### src/rtl/p2_mem_write.sv
// Write-side address generator for the pooling-layer-2 output memory.
// Takes one pooled beat per accept and writes it channel-major, 16 pixels per map.
module p2_mem_write #(
  parameter int unsigned DATA_W   = 16,
  parameter int unsigned CHANNELS = 12,
  parameter int unsigned PIXELS   = 16
) (
  input  logic              clk,
  input  logic              reset,
  input  logic              start,
  input  logic              hold,
  input  logic              in_valid,
  input  logic [DATA_W-1:0] in_data,
  output logic              in_ready,
  output logic              we,
  output logic [3:0]        waddr,
  output logic [3:0]        wchan,
  output logic [7:0]        mem_addr,
  output logic [DATA_W-1:0] wdata,
  output logic              busy,
  output logic              done,
  output logic              overflow
);

  localparam logic [3:0] LastPix  = 4'(PIXELS - 1);
  localparam logic [3:0] LastChan = 4'(CHANNELS - 1);

  typedef enum logic [1:0] {StIdle, StWrite, StDone} state_e;

  state_e            state_q, state_d;
  logic [3:0]        pix_q, pix_d;
  logic [3:0]        chan_q, chan_d;
  logic              overflow_q, overflow_d;
  logic              we_q;
  logic [3:0]        waddr_q, wchan_q;
  logic [DATA_W-1:0] wdata_q;
  logic              accept;
  logic              last_beat;
  logic              restart;

  assign accept    = in_valid & in_ready;
  assign last_beat = (pix_q == LastPix) && (chan_q == LastChan);
  // start is only honoured outside a frame; mid-frame pulses are ignored
  assign restart   = start & (state_q != StWrite);

  // State register
  always_ff @(posedge clk or posedge reset) begin
    if (reset) begin
      state_q <= StIdle;
    end else begin
      state_q <= state_d;
    end
  end

  // Next-state logic
  always_comb begin
    state_d = state_q;
    unique case (state_q)
      StIdle:  if (start) state_d = StWrite;
      StWrite: if (accept && last_beat) state_d = StDone;
      StDone:  if (start) state_d = StWrite;
      default: state_d = StIdle;
    endcase
  end

  // FSM outputs; in_ready never looks at in_valid
  always_comb begin
    in_ready = (state_q == StWrite) & ~hold;
    busy     = (state_q == StWrite);
    done     = (state_q == StDone);
  end

  // Pixel/channel counters and sticky overflow
  always_comb begin
    pix_d      = pix_q;
    chan_d     = chan_q;
    overflow_d = overflow_q;
    if (restart) begin
      pix_d      = '0;
      chan_d     = '0;
      overflow_d = 1'b0;
    end else begin
      if (accept && !last_beat) begin
        if (pix_q == LastPix) begin
          pix_d  = '0;
          chan_d = chan_q + 4'd1;
        end else begin
          pix_d = pix_q + 4'd1;
        end
      end
      if ((state_q == StDone) && in_valid) begin
        overflow_d = 1'b1;
      end
    end
  end

  always_ff @(posedge clk or posedge reset) begin
    if (reset) begin
      pix_q      <= '0;
      chan_q     <= '0;
      overflow_q <= 1'b0;
    end else begin
      pix_q      <= pix_d;
      chan_q     <= chan_d;
      overflow_q <= overflow_d;
    end
  end

  // Registered write port; address/data hold their last value between writes
  always_ff @(posedge clk or posedge reset) begin
    if (reset) begin
      we_q    <= 1'b0;
      waddr_q <= '0;
      wchan_q <= '0;
      wdata_q <= '0;
    end else begin
      we_q <= accept;
      if (accept) begin
        waddr_q <= pix_q;
        wchan_q <= chan_q;
        wdata_q <= in_data;
      end
    end
  end

  assign we       = we_q;
  assign waddr    = waddr_q;
  assign wchan    = wchan_q;
  assign wdata    = wdata_q;
  assign mem_addr = {wchan_q, waddr_q};
  assign overflow = overflow_q;

endmodule

### config.mk
export PLATFORM = sky130hd
export DESIGN_NAME = p2_mem_write
export DESIGN_NICKNAME = d
export VERILOG_FILES = /design/src/rtl/p2_mem_write.sv
export SDC_FILE = /design/constraint.sdc
export NUM_CORES = 1
export LEC_CHECK = 0
export BUFFER_PORTS_ARGS = -buffer_cell sky130_fd_sc_hd__buf_4
export CORE_ASPECT_RATIO = 0.75
export CORE_MARGIN = 10
export CORE_UTILIZATION = 40
export CTS_CLUSTER_DIAMETER = 80
export DETAILED_ROUTE_END_ITERATION = 6
export PLACE_DENSITY = 0.63
export SYNTH_ARGS = -nofsm -noshare
export SYNTH_HDL_FRONTEND = slang
export SYNTH_SLANG_ARGS = --single-unit
### constraint.sdc
create_clock -name clk -period 2.12 [get_ports clk]
set_input_delay 0.212 -clock clk [delete_from_list [all_inputs] [get_ports clk]]
set_output_delay 0.212 -clock clk [all_outputs]
set_load 0.005 [all_outputs]
-- Word-level counts from Yosys, hierarchy flattened
Cells that the tools add are included.
- bits in registers: 36
- bits in latches: 0
- RAM bits: 0
- bits in read-only memories: 0
- input bits: 21
- output and inout bits: 37
- word-level logic and storage cells: 44
- memories kept: 0
- $add $sub $neg: 2
- multipliers: 0
- div/mod/pow operators: 0
- magnitude comparators: 0
- equality and inequality tests: 7
- shift-type cells: 0
- multiplexer cells: 11
- bitwise gates (word level): 4
- reduce and logical (&&, ||, !) cells: 12
- operator list (kind ; number):
    2-to-1 mux 4 bit ; 6
    adder 4 x 1 -> 4 bit (second input constant) ; 2
    == test 4 bit (second input constant) ; 2
    inequality test 2 x 1 -> 1 bit (second input constant) ; 3
    nonzero test 2 bit ; 3
    logical AND 1 bit ; 4
    2-to-1 mux 2 bit ; 2
    case mux 2 bit (2 select lines) ; 1
    AND reduction 2 bit ; 2
    bitwise AND 1 bit ; 3
    == test 2 x 1 -> 1 bit (second input constant) ; 1
    == test 2 bit (second input constant) ; 1
    zero test 2 bit ; 1
    2-to-1 mux 1 bit ; 2
    OR reduction 2 bit ; 1
    zero test 1 bit ; 1
    NOT 1 bit ; 1

-- Depth between registers and ports, before layout
Gate-level depths: netlist of run 1.
- depth in word-level cells: 6
- mapped depth: 5
- gate-level depth less buffers: 4

-- Worst setup path before layout of run 1
Ideal clock, no wire load.
- kind: reg2reg
- start: register pix_q[0]
- end: register chan_q[3]
- data arrival time: 1.425 ns
- setup slack: 0.618 ns
- cell stages (with the launch flop): 5
- period minus slack after synthesis: 1.502 ns
- path through: dfrtp_1 ha_1 nand3_1 or4_1 a21oi_1
- cells in the longest elaborated chain, start to end: 6
- RTL lines (element ; line ; RTL):
    start: declaration ; 31 ; logic [3:0] pix_q, pix_d;
    start signal: assignment ; 103 ; pix_q <= pix_d;
    == test 4 bit * ; 42, 84 ;
    logical AND 1 bit ; 42 ; assign last_beat = (pix_q == LastPix) && (chan_q == LastChan);
    zero test 1 bit ; 83 ; if (accept && !last_beat) begin
    logical AND 1 bit ; 83 ;
    nonzero test 2 bit (no line) ; - ;
    AND reduction 2 bit (no line) * ; - ;
    end signal: assignment ; 104 ; chan_q <= chan_d;
    end: declaration ; 32 ; logic [3:0] chan_q, chan_d;
Mark *: on every way between the ends. The rest lies on a longest branch, timed or not.
A chain may end at the register's enable or synchronous reset.

-- Final worst setup path of run 1
Ends and elaborated chain as after synthesis.

==> impl_metrics.py, run 1 <==
metrics = {
    "outcome": {
        "status": "complete, no violations",
    },
    "layout": {
        "final_cell_mix": "nand2_1 (74), buf_4 (62), dfrtp_1 (36)",
        "area_delta_synth_final_pct": 33.94,
        "drive_gt1_share_pct": 30.97,
        "nNetsFinal": 249,
        "n_antenna_cell": 0,
        "final_cells": 278,
        "mostFrequentLayoutCell": "nand2_1",
    },
    "pwr": {
        "p_leak_nw": 1.157,
        "peakVddDrop_uv": 489.0,
        "p_per_area_nw_per_um2": 860.7,
    },
    "sta": {
        "finalSetupViolCount": 0,
        "layout_worst_path_cycle_share_pct": 81.41,
        "rsz0062_at_grt": "no",
        "finalCriticalPeriod_ns": 1.726,
        "fmax_mhz": 579.4,
        "hold_viol": 0,
        "clock_skew_ns": 0.003176,
        "worst_slew_pin_slew_ns": 0.4404,
        "slew_viol_final": 0,
        "setup_tns_ns": 0,
        "relSlewSlack_pct": 70.64,
    },
    "critical_path": {
        "r2r-start": "pix_q[0]",
        "reg2regPathDepth": 4,
        "reg2reg_to": "chan_q[3]",
        "startpoint_type": "flip-flop",
        "required_ns": 2.32,
        "crit_type": "reg2reg",
        "cp-end-kind": "flip-flop",
        "max_stage_delay_ns": 0.54,
        "cp_cell_sequence": "ha_1 > nand3_1 > or4_1 > a21oi_1",
        "cp_slowest_cell": "or4_1",
        "worstPathArrival_ns": 1.92,
        "worstPathMaxFanout": 9,
        "reg2reg_slack_ns": 0.39,
    },
    "logic_synthesis": {
        "synth-seq-area-share_pct": 56.96,
        "synth.distinct_cells": 29,
        "synth_edf_count": 0,
        "synthFlopType": "dfrtp_1",
        "ys_async_sr_fraction_pct": 100.0,
        "yosysWarnings": 0,
        "avgSynthCellArea_um2": 9.249,
        "synth_cells": 171,
        "syn-num-nets": 194,
        "synth_area_um2": 1582,
        "synth-seq-cells": 36,
    },
    "cts": {
        "clkLatencyLatePin_ns": 0.27,
        "cts_buffers": 5,
        "post_cts_buffers": 0,
        "clkTransAtPathRegs_ns": 0.07,
        "clock-sinks": 36,
        "cts-root-buf": "clkbuf_8",
        "htree_levels": 2,
        "cts_tree": "built",
        "hold_buffers": 0,
        "cts_resized": 0,
        "clockBufferDepth": 2,
    },
    "routing": {
        "via_per_inst": 4.831,
        "drt_iter0_drc": 90,
        "dr.pass1.iters": 4,
        "wl_per_cell_um": 14.29,
        "drc": 0,
        "drt.antenna.violating_nets": 0,
        "vias": 1343,
        "routed_wl_mm": 3.973,
    },
    "floorplanning": {
        "ios": 58,
        "rows": 19,
        "core_um2": 3732,
        "dieArea_um2": 6895,
        "initial_core_util_pct": 42.37,
        "die_y_um": 74.46,
        "die_w_um": 92.61,
    },
    "global_routing": {
        "grt_max_degree": 37,
        "antenna_found_initial": 0,
        "grt_pass1_vias": 1409,
        "grt_pass1_wl_mm": 6.644,
        "grt_util_all_layers_pct": 11.72,
        "overflow": 0,
    },
    "worst_hold_path": {
        "hp-class": "in2async",
    },
    "placement": {
        "portBuffers": 57,
        "dp.cells": 271,
        "hpwlAfterDp_mm": 3.047,
        "place_congestion": 0.8054,
    },
    "run": {
        "drv_cap": 0,
    },
}
==> through the flow <==
step / setup WS [ns] / cell area, um2 / hold slack (ns) / util (%) / power (W)
final: 0.3941 / 2118 / 0.03754 / 56.75 / 0.001823
after global routing: 0.2941 / 2118 / 0.07828 / 56.75 / 0.001952
after CTS: 0.4232 / 2118 / 0.04622 / 56.75 / 0.001851
after detailed placement: 0.4327 / 2022 / 0.3489 / 54.17 / 0.001338
after global placement: 0.5344 / 2022 / 0.3416 / 54.17 / 0.001316
after floorplan: 0.6177 / 1582 / 0.3174 / - / 0.001112
==> metal layers <==
metal  track usage, %  up-vias  routed length (um)
met5                0        -                   0
met1            14.05      640                1716
met4            3.413        0                  14
met2            19.06       41                1905
li1                 -      660                   -
met3            4.925        2                 337
==> flip-flops by register name, summed over array words and instances (netlist names) <==
name      count
wchan         4
waddr         4
wdata        16
chan_q        4
pix_q         4
overflow      1
state_q       2
we            1
==> worst max path at each step <==
stage / start / end / cells after the start
6_report: pix_q[0] / chan_q[3] / 4
4_1_cts: pix_q[0] / chan_q[3] / 4
5_1_grt: pix_q[0] / chan_q[3] / 4
3_5_place_dp: pix_q[0] / chan_q[3] / 4
3_3_place_gp: pix_q[0] / chan_q[3] / 4
2_1_floorplan: pix_q[0] / chan_q[3] / 4
==> worst max-delay path: cells and delay by family, from the launching register on <==
family / cells / cell delay (ns)
AO/OA/AOI/OAI: 1 / 0.15
flip-flops: 1 / 0.44
AND/OR/NAND/NOR: 2 / 0.81
adder cells (fa/ha/maj): 1 / 0.25
==> cells by family after synthesis <==
group	Yosys count	share of synthesized area (%)
and+or+nand+nor	92	25.32
adders and majority gates	2	1.582
DFF	36	56.96
buffers and inverters	19	6.883
muxes	1	0.6329
AOI/OAI and AO/OA	21	8.623
==> Yosys cell counts (2+ instances only) <==
library cell,count,share of area [%]
nor3_1,2,0.63
dfrtp_1,36,57
a21oi_1,4,1.3
nand4_1,2,0.79
nor2_1,4,0.95
a21o_1,2,0.95
o21ai_0,6,1.9
ha_1,2,1.6
buf_4,8,3.8
inv_1,4,0.95
nand2_1,74,18
o31ai_1,2,0.95
clkbuf_1,5,1.2
nand3_1,3,0.95
o22ai_1,2,0.79
and3_1,2,0.79
==> where the power goes <==
group	internal, W	leakage (nW)	total [W]	switching [W]
clock	0.000289	0.0503	0.000505	0.000216
sequential	0.000799	0.457	0.000910	0.000111
combinational	0.000227	0.649	0.000407	0.000180
==> area by class of cell <==
class / instances / area [um2]
multi-input cells: 116 / 571.8
repair buffers: 62 / 465.4
clock buffers: 7 / 96.34
fillers: 344 / 1614
well taps: 52 / 65.06
inverters: 5 / 18.77
flip-flops and latches: 36 / 900.9
(Power assumes the default switching activity.)
==> inputs of run 2 (changes only) <==
--- a/config.mk
+++ b/config.mk
@@ -5,13 +5,14 @@
 export SDC_FILE = /design/constraint.sdc
 export NUM_CORES = 1
 export LEC_CHECK = 0
+export ABC_AREA = 1
 export BUFFER_PORTS_ARGS = -buffer_cell sky130_fd_sc_hd__buf_4
 export CORE_ASPECT_RATIO = 0.75
 export CORE_MARGIN = 10
 export CORE_UTILIZATION = 40
 export CTS_CLUSTER_DIAMETER = 80
 export DETAILED_ROUTE_END_ITERATION = 6
-export PLACE_DENSITY = 0.63
+export PLACE_DENSITY = 0.62
 export SYNTH_ARGS = -nofsm -noshare
 export SYNTH_HDL_FRONTEND = slang
 export SYNTH_SLANG_ARGS = --single-unit
==> constraint.sdc (replaced) <==
create_clock -name clk -period 1.65 [get_ports clk]
set_input_delay 0.165 -clock clk [delete_from_list [all_inputs] [get_ports clk]]
set_output_delay 0.165 -clock clk [all_outputs]
set_load 0.005 [all_outputs]
==> impl_metrics.py, run 2 <==
metrics = {
    "routing": {
        "drt.antenna.violating_nets": 0,
        "routed_wl_mm": 3.766,
        "vias": 1373,
        "dr.pass1.iters": 4,
        "wl_per_cell_um": 12.07,
        "drc": 0,
        "via_per_inst": 4.401,
        "drt_iter0_drc": 80,
    },
    "cts": {
        "cts_tree": "built",
        "cts_buffers": 5,
        "clockBufferDepth": 2,
        "clkLatencyLatePin_ns": 0.29,
        "post_cts_buffers": 0,
        "htree_levels": 2,
        "clkTransAtPathRegs_ns": 0.07,
        "cts-root-buf": "clkbuf_8",
        "clock-sinks": 36,
    },
    "logic_synthesis": {
        "avgSynthCellArea_um2": 8.391,
        "ys_top_cells_by_area": "dfrtp_1 (53%), nand2_1 (22%), buf_4 (4.9%), nand3_1 (3.6%), inv_1 (2.4%)",
        "synth_area_leader_cell": "dfrtp_1",
        "synth_edf_count": 0,
        "synth_cells": 201,
        "synth-seq-area-share_pct": 53.41,
        "syn-num-nets": 224,
        "synth.distinct_cells": 20,
        "synth_most_common_cell": "nand2_1",
        "synth-seq-cells": 36,
        "synth_area_um2": 1687,
        "yosysWarnings": 0,
        "ys_async_sr_fraction_pct": 100.0,
        "yosysTopAreaCellShare_pct": 53.41,
        "synthFlopType": "dfrtp_1",
        "synth_common_cells": "nand2_1 (97), dfrtp_1 (36), nand3_1 (12)",
    },
    "critical_path": {
        "startpoint_type": "flip-flop",
        "worstPathArrival_ns": 1.61,
        "reg2reg_slack_ns": 0.22,
        "reg2regPathDepth": 8,
        "worstPathMaxFanout": 6,
        "crit_type": "reg2reg",
        "required_ns": 1.83,
        "cp-end-kind": "flip-flop",
    },
    "pwr": {
        "peakVddDrop_uv": 543.3,
        "p_leak_nw": 1.268,
        "p_per_area_nw_per_um2": 1133,
    },
    "global_routing": {
        "overflow": 0,
        "grt_pass1_wl_mm": 6.527,
        "grt_pass1_vias": 1443,
        "grt_util_all_layers_pct": 11.17,
        "antenna_found_initial": 0,
        "grt_max_degree": 37,
    },
    "sta": {
        "setup_tns_ns": 0,
        "worst_slew_pin_slew_ns": 0.4476,
        "finalCriticalPeriod_ns": 1.432,
        "fmax_mhz": 698.2,
        "relSlewSlack_pct": 70.16,
        "hold_viol": 0,
        "rsz0062_at_grt": "no",
        "layout_worst_path_cycle_share_pct": 86.80,
        "finalSetupViolCount": 0,
        "slew_viol_final": 0,
        "clock_skew_ns": 0.005099,
    },
    "floorplanning": {
        "die_y_um": 76.24,
        "core_um2": 4054,
        "die_w_um": 94.98,
        "ios": 58,
        "dieArea_um2": 7241,
        "initial_core_util_pct": 41.60,
        "rows": 20,
    },
    "layout": {
        "fill_cells": 393,
        "drive_gt1_share_pct": 29.96,
        "n_antenna_cell": 0,
        "nNetsFinal": 279,
        "largest_reg_flops": 16,
        "seq_area_um2": 900.9,
        "final_cell_mix": "nand2_1 (97), buf_4 (62), dfrtp_1 (36)",
        "mostFrequentLayoutCell": "nand2_1",
        "multi_input_area_um2": 615.6,
        "area_delta_synth_final_pct": 30.42,
        "fin_util_pct": 54.26,
    },
    "placement": {
        "place_congestion": 0.7943,
        "portBuffers": 57,
        "hpwlAfterDp_mm": 2.893,
    },
    "worst_hold_path": {
        "min_path_cells": 3,
        "hp-class": "in2reg",
    },
    "run": {
        "drv_cap": 0,
    },
    "outcome": {
        "status": "complete, no violations",
    },
}
## run 2: changes by cell type after synthesis, moves of 3 or more
cell,change
nand2_1,+23
nand3_1,+9
inv_1,+7
nor2_1,+6
clkbuf_1,-5
a21oi_1,-4
buf_4,+3
## run 2: final timing paths
path	start	to
worst max-delay path	pix_q[0]	pix_q[3]
worst min-delay path	in_data[1]	wdata[1]
worst max register to register	pix_q[0]	pix_q[3]
worst min register to register	wdata[4]	wdata[4]
max in group asynchronous	reset	chan_q[3]
min in group asynchronous	reset	state_q[1]
## run 2: report_power, final
part           switching, W  internal, W  total [W]
clock              0.000294     0.000340   0.000634
sequential         0.000156      0.00106    0.00121
combinational      0.000289     0.000359   0.000648
total              0.000738      0.00176    0.00249
## run 2: what timing repair did
item,CTS,global route
endpoints found under the hold margin,31,0
gates resized for setup,0,0
hold buffers,1,0
## run 2: logic make-up (layout without fill, tap and decap cells)
kind of cell,Yosys count,after routing,share of synthesized area (%)
flip-flops,36,36,53.41
AND/OR/NAND/NOR,128,128,32.72
XOR/XNOR,1,1,0.5194
adder cells (fa/ha/maj),2,2,1.483
buffers and inverters,28,84,10.09
AO/OA/AOI/OAI,6,6,1.780
## run 2: area by class of cell
type / instances / share of cell area [%]
sequential: 36 / 40.96
clock buffer: 8 / 4.096
inverter: 13 / 2.218
timing repair buffer: 63 / 21.62
tap: 55 / 3.129
multi-input combinational: 137 / 27.99
## run 2: per-stage QoR
step	instance area [um2]	std cells	worst slack, ns	power [W]	hold WS, ns
after floorplan	1687	201	0.4012	0.001581	0.2746
after global placement	2100	303	0.2633	0.001887	0.3046
after detailed placement	2100	303	0.2314	0.001895	0.3125
after CTS	2200	312	0.2148	0.002545	0.05697
after global routing	2200	312	0.05554	0.002696	0.06052
final	2200	312	0.2178	0.002493	0.06609
## run 2: layer usage
layer,part of all wire [%],GRT usage [%],vias up
met4,1.5,4.478,0
met3,14,6.988,7
li1,-,-,716
met5,0,0,-
met2,41,16.03,47
met1,44,13.00,603
## run 2: critical path: stages, from the launching register on
cell and delay [ns]:
dfrtp_1 0.42, ha_1 0.23, nand2_1 0.06, nor2_1 0.19, nand3_1 0.12, nand2_1 0.10, nand2_1 0.07, nand2_1 0.08
nand2_1 0.04
==> inputs of run 3 (changes only) <==
--- a/config.mk
+++ b/config.mk
@@ -6,7 +6,7 @@
 export NUM_CORES = 1
 export LEC_CHECK = 0
 export ABC_AREA = 1
-export BUFFER_PORTS_ARGS = -buffer_cell sky130_fd_sc_hd__buf_4
+export BUFFER_PORTS_ARGS = -buffer_cell sky130_fd_sc_hd__clkbuf_2
 export CORE_ASPECT_RATIO = 0.75
 export CORE_MARGIN = 10
 export CORE_UTILIZATION = 40
==> impl_metrics.py, run 3 (synthesis gave the netlist of run 2 again) <==
metrics = {
    "floorplanning": {
        "core_um2": 4054,
        "die_y_um": 76.24,
        "ios": 58,
        "initial_core_util_pct": 41.60,
        "rows": 20,
        "dieArea_um2": 7241,
        "die_w_um": 94.98,
    },
    "pwr": {
        "peakVddDrop_uv": 599.5,
        "p_leak_nw": 1.233,
        "p_per_area_nw_per_um2": 1161,
    },
    "placement": {
        "portBuffers": 57,
        "dp_slack_ns": 0.2207,
        "dpl-instance-area_um2": 1957,
        "hpwlAfterDp_mm": 2.802,
        "place_congestion": 0.7602,
        "dp.cells": 303,
    },
    "layout": {
        "largest_reg_flops": 16,
        "n_antenna_cell": 0,
        "final_cell_mix": "nand2_1 (97), clkbuf_2 (57), dfrtp_1 (36)",
        "final_cells": 312,
        "area_delta_synth_final_pct": 22.11,
        "final_area_um2": 2059,
        "nNetsFinal": 279,
        "fill_cells": 424,
        "mostFrequentLayoutCell": "nand2_1",
        "drive_gt1_share_pct": 30.74,
    },
    "global_routing": {
        "grt_util_all_layers_pct": 10.64,
        "grt_pass1_vias": 1406,
        "antenna_found_initial": 0,
        "grt_pass1_wl_mm": 6.341,
        "grt_max_degree": 37,
        "overflow": 0,
    },
    "sta": {
        "setup_tns_ns": 0,
        "fmax_mhz": 689.0,
        "layout_setup_ws_ns": 0.1987,
        "worst_slew_pin_slew_ns": 0.4490,
        "clock_skew_ns": 0.003827,
        "finalCriticalPeriod_ns": 1.451,
        "slew_viol_final": 0,
        "finalSetupViolCount": 0,
        "rsz0062_at_grt": "no",
        "relSlewSlack_pct": 70.06,
        "hold_slack_ns": 0.07579,
        "hold_viol": 0,
        "layout_worst_path_cycle_share_pct": 87.96,
    },
    "routing": {
        "routed_wl_mm": 3.680,
        "vias": 1380,
        "wl_per_cell_um": 11.79,
        "drt_iter0_drc": 80,
        "via_per_inst": 4.423,
        "drc": 0,
        "drt.antenna.violating_nets": 0,
        "dr.pass1.iters": 4,
    },
    "run": {
        "drv_cap": 0,
    },
    "critical_path": {
        "startpoint_type": "flip-flop",
        "worstPathArrival_ns": 1.62,
        "worstPathMaxFanout": 6,
        "cp-end-kind": "flip-flop",
        "required_ns": 1.82,
        "crit_type": "reg2reg",
    },
    "cts": {
        "clock-sinks": 36,
        "hold_buffers": 1,
        "post_cts_buffers": 0,
        "cts_buffers": 5,
        "clockBufferDepth": 2,
        "clkLatencyLatePin_ns": 0.28,
        "cts_resized": 0,
        "cts_tree": "built",
        "cts-root-buf": "clkbuf_8",
        "clkTransAtPathRegs_ns": 0.07,
        "htree_levels": 2,
    },
    "outcome": {
        "status": "complete, no violations",
    },
    "worst_hold_path": {
        "hp-class": "in2reg",
    },
}
-- run 3: cell type report --
type                       instances  area (um2)  area share, %
multi-input combinational        137       615.6          29.89
tap                               55       68.82          3.341
clock inverter                     2       10.01         0.4860
clock buffer                       6       82.58          4.010
inverter                          13       48.80          2.369
sequential                        36       900.9          43.74
timing repair buffer              63       332.8          16.16
-- run 3: stage by stage --
step	utilization [%]	power, W
floorplan	-	0.001581
global placement	48.27	0.001779
detailed placement	48.27	0.001788
CTS	50.80	0.002430
global route	50.80	0.002586
finish	50.80	0.002390
-- run 3: per-layer routing --
metal	routed length [um]	up-vias	GRT usage (%)	part of all wire (%)
li1	-	714	-	-
met4	25	0	2.985	0.68
met2	1495	49	15.68	41
met5	0	-	0	0
met3	408	4	5.512	11
met1	1751	613	13.20	48
-- run 3: worst max-delay path, cell delays in order, from the launching register on --
cell and delay [ns]:
dfrtp_1 0.43, ha_1 0.24, nand2_1 0.06, nor2_1 0.19, nand3_1 0.12, nand2_1 0.10
nand2_1 0.06, nand2_1 0.08, nand2_1 0.05
-- run 3: report_power, final --
group / switching [W] / internal [W]
combinational: 0.000295 / 0.000260
sequential: 0.000153 / 0.00106
clock: 0.000295 / 0.000333
-- run 3: path summary, 6_finish.rpt --
check / to / from / cells past startpoint / slack (ns)
setup / recovery: pix_q[0] / pix_q[0] / 8 / 0.20
hold / removal: wdata[3] / in_data[3] / 3 / 0.08
setup reg to reg: pix_q[0] / pix_q[0] / 8 / 0.20
hold reg to reg: wdata[1] / wdata[1] / 2 / 0.48
max in group asynchronous: state_q[0] / reset / 4 / 0.82
min in group asynchronous: state_q[1] / reset / 4 / 0.51
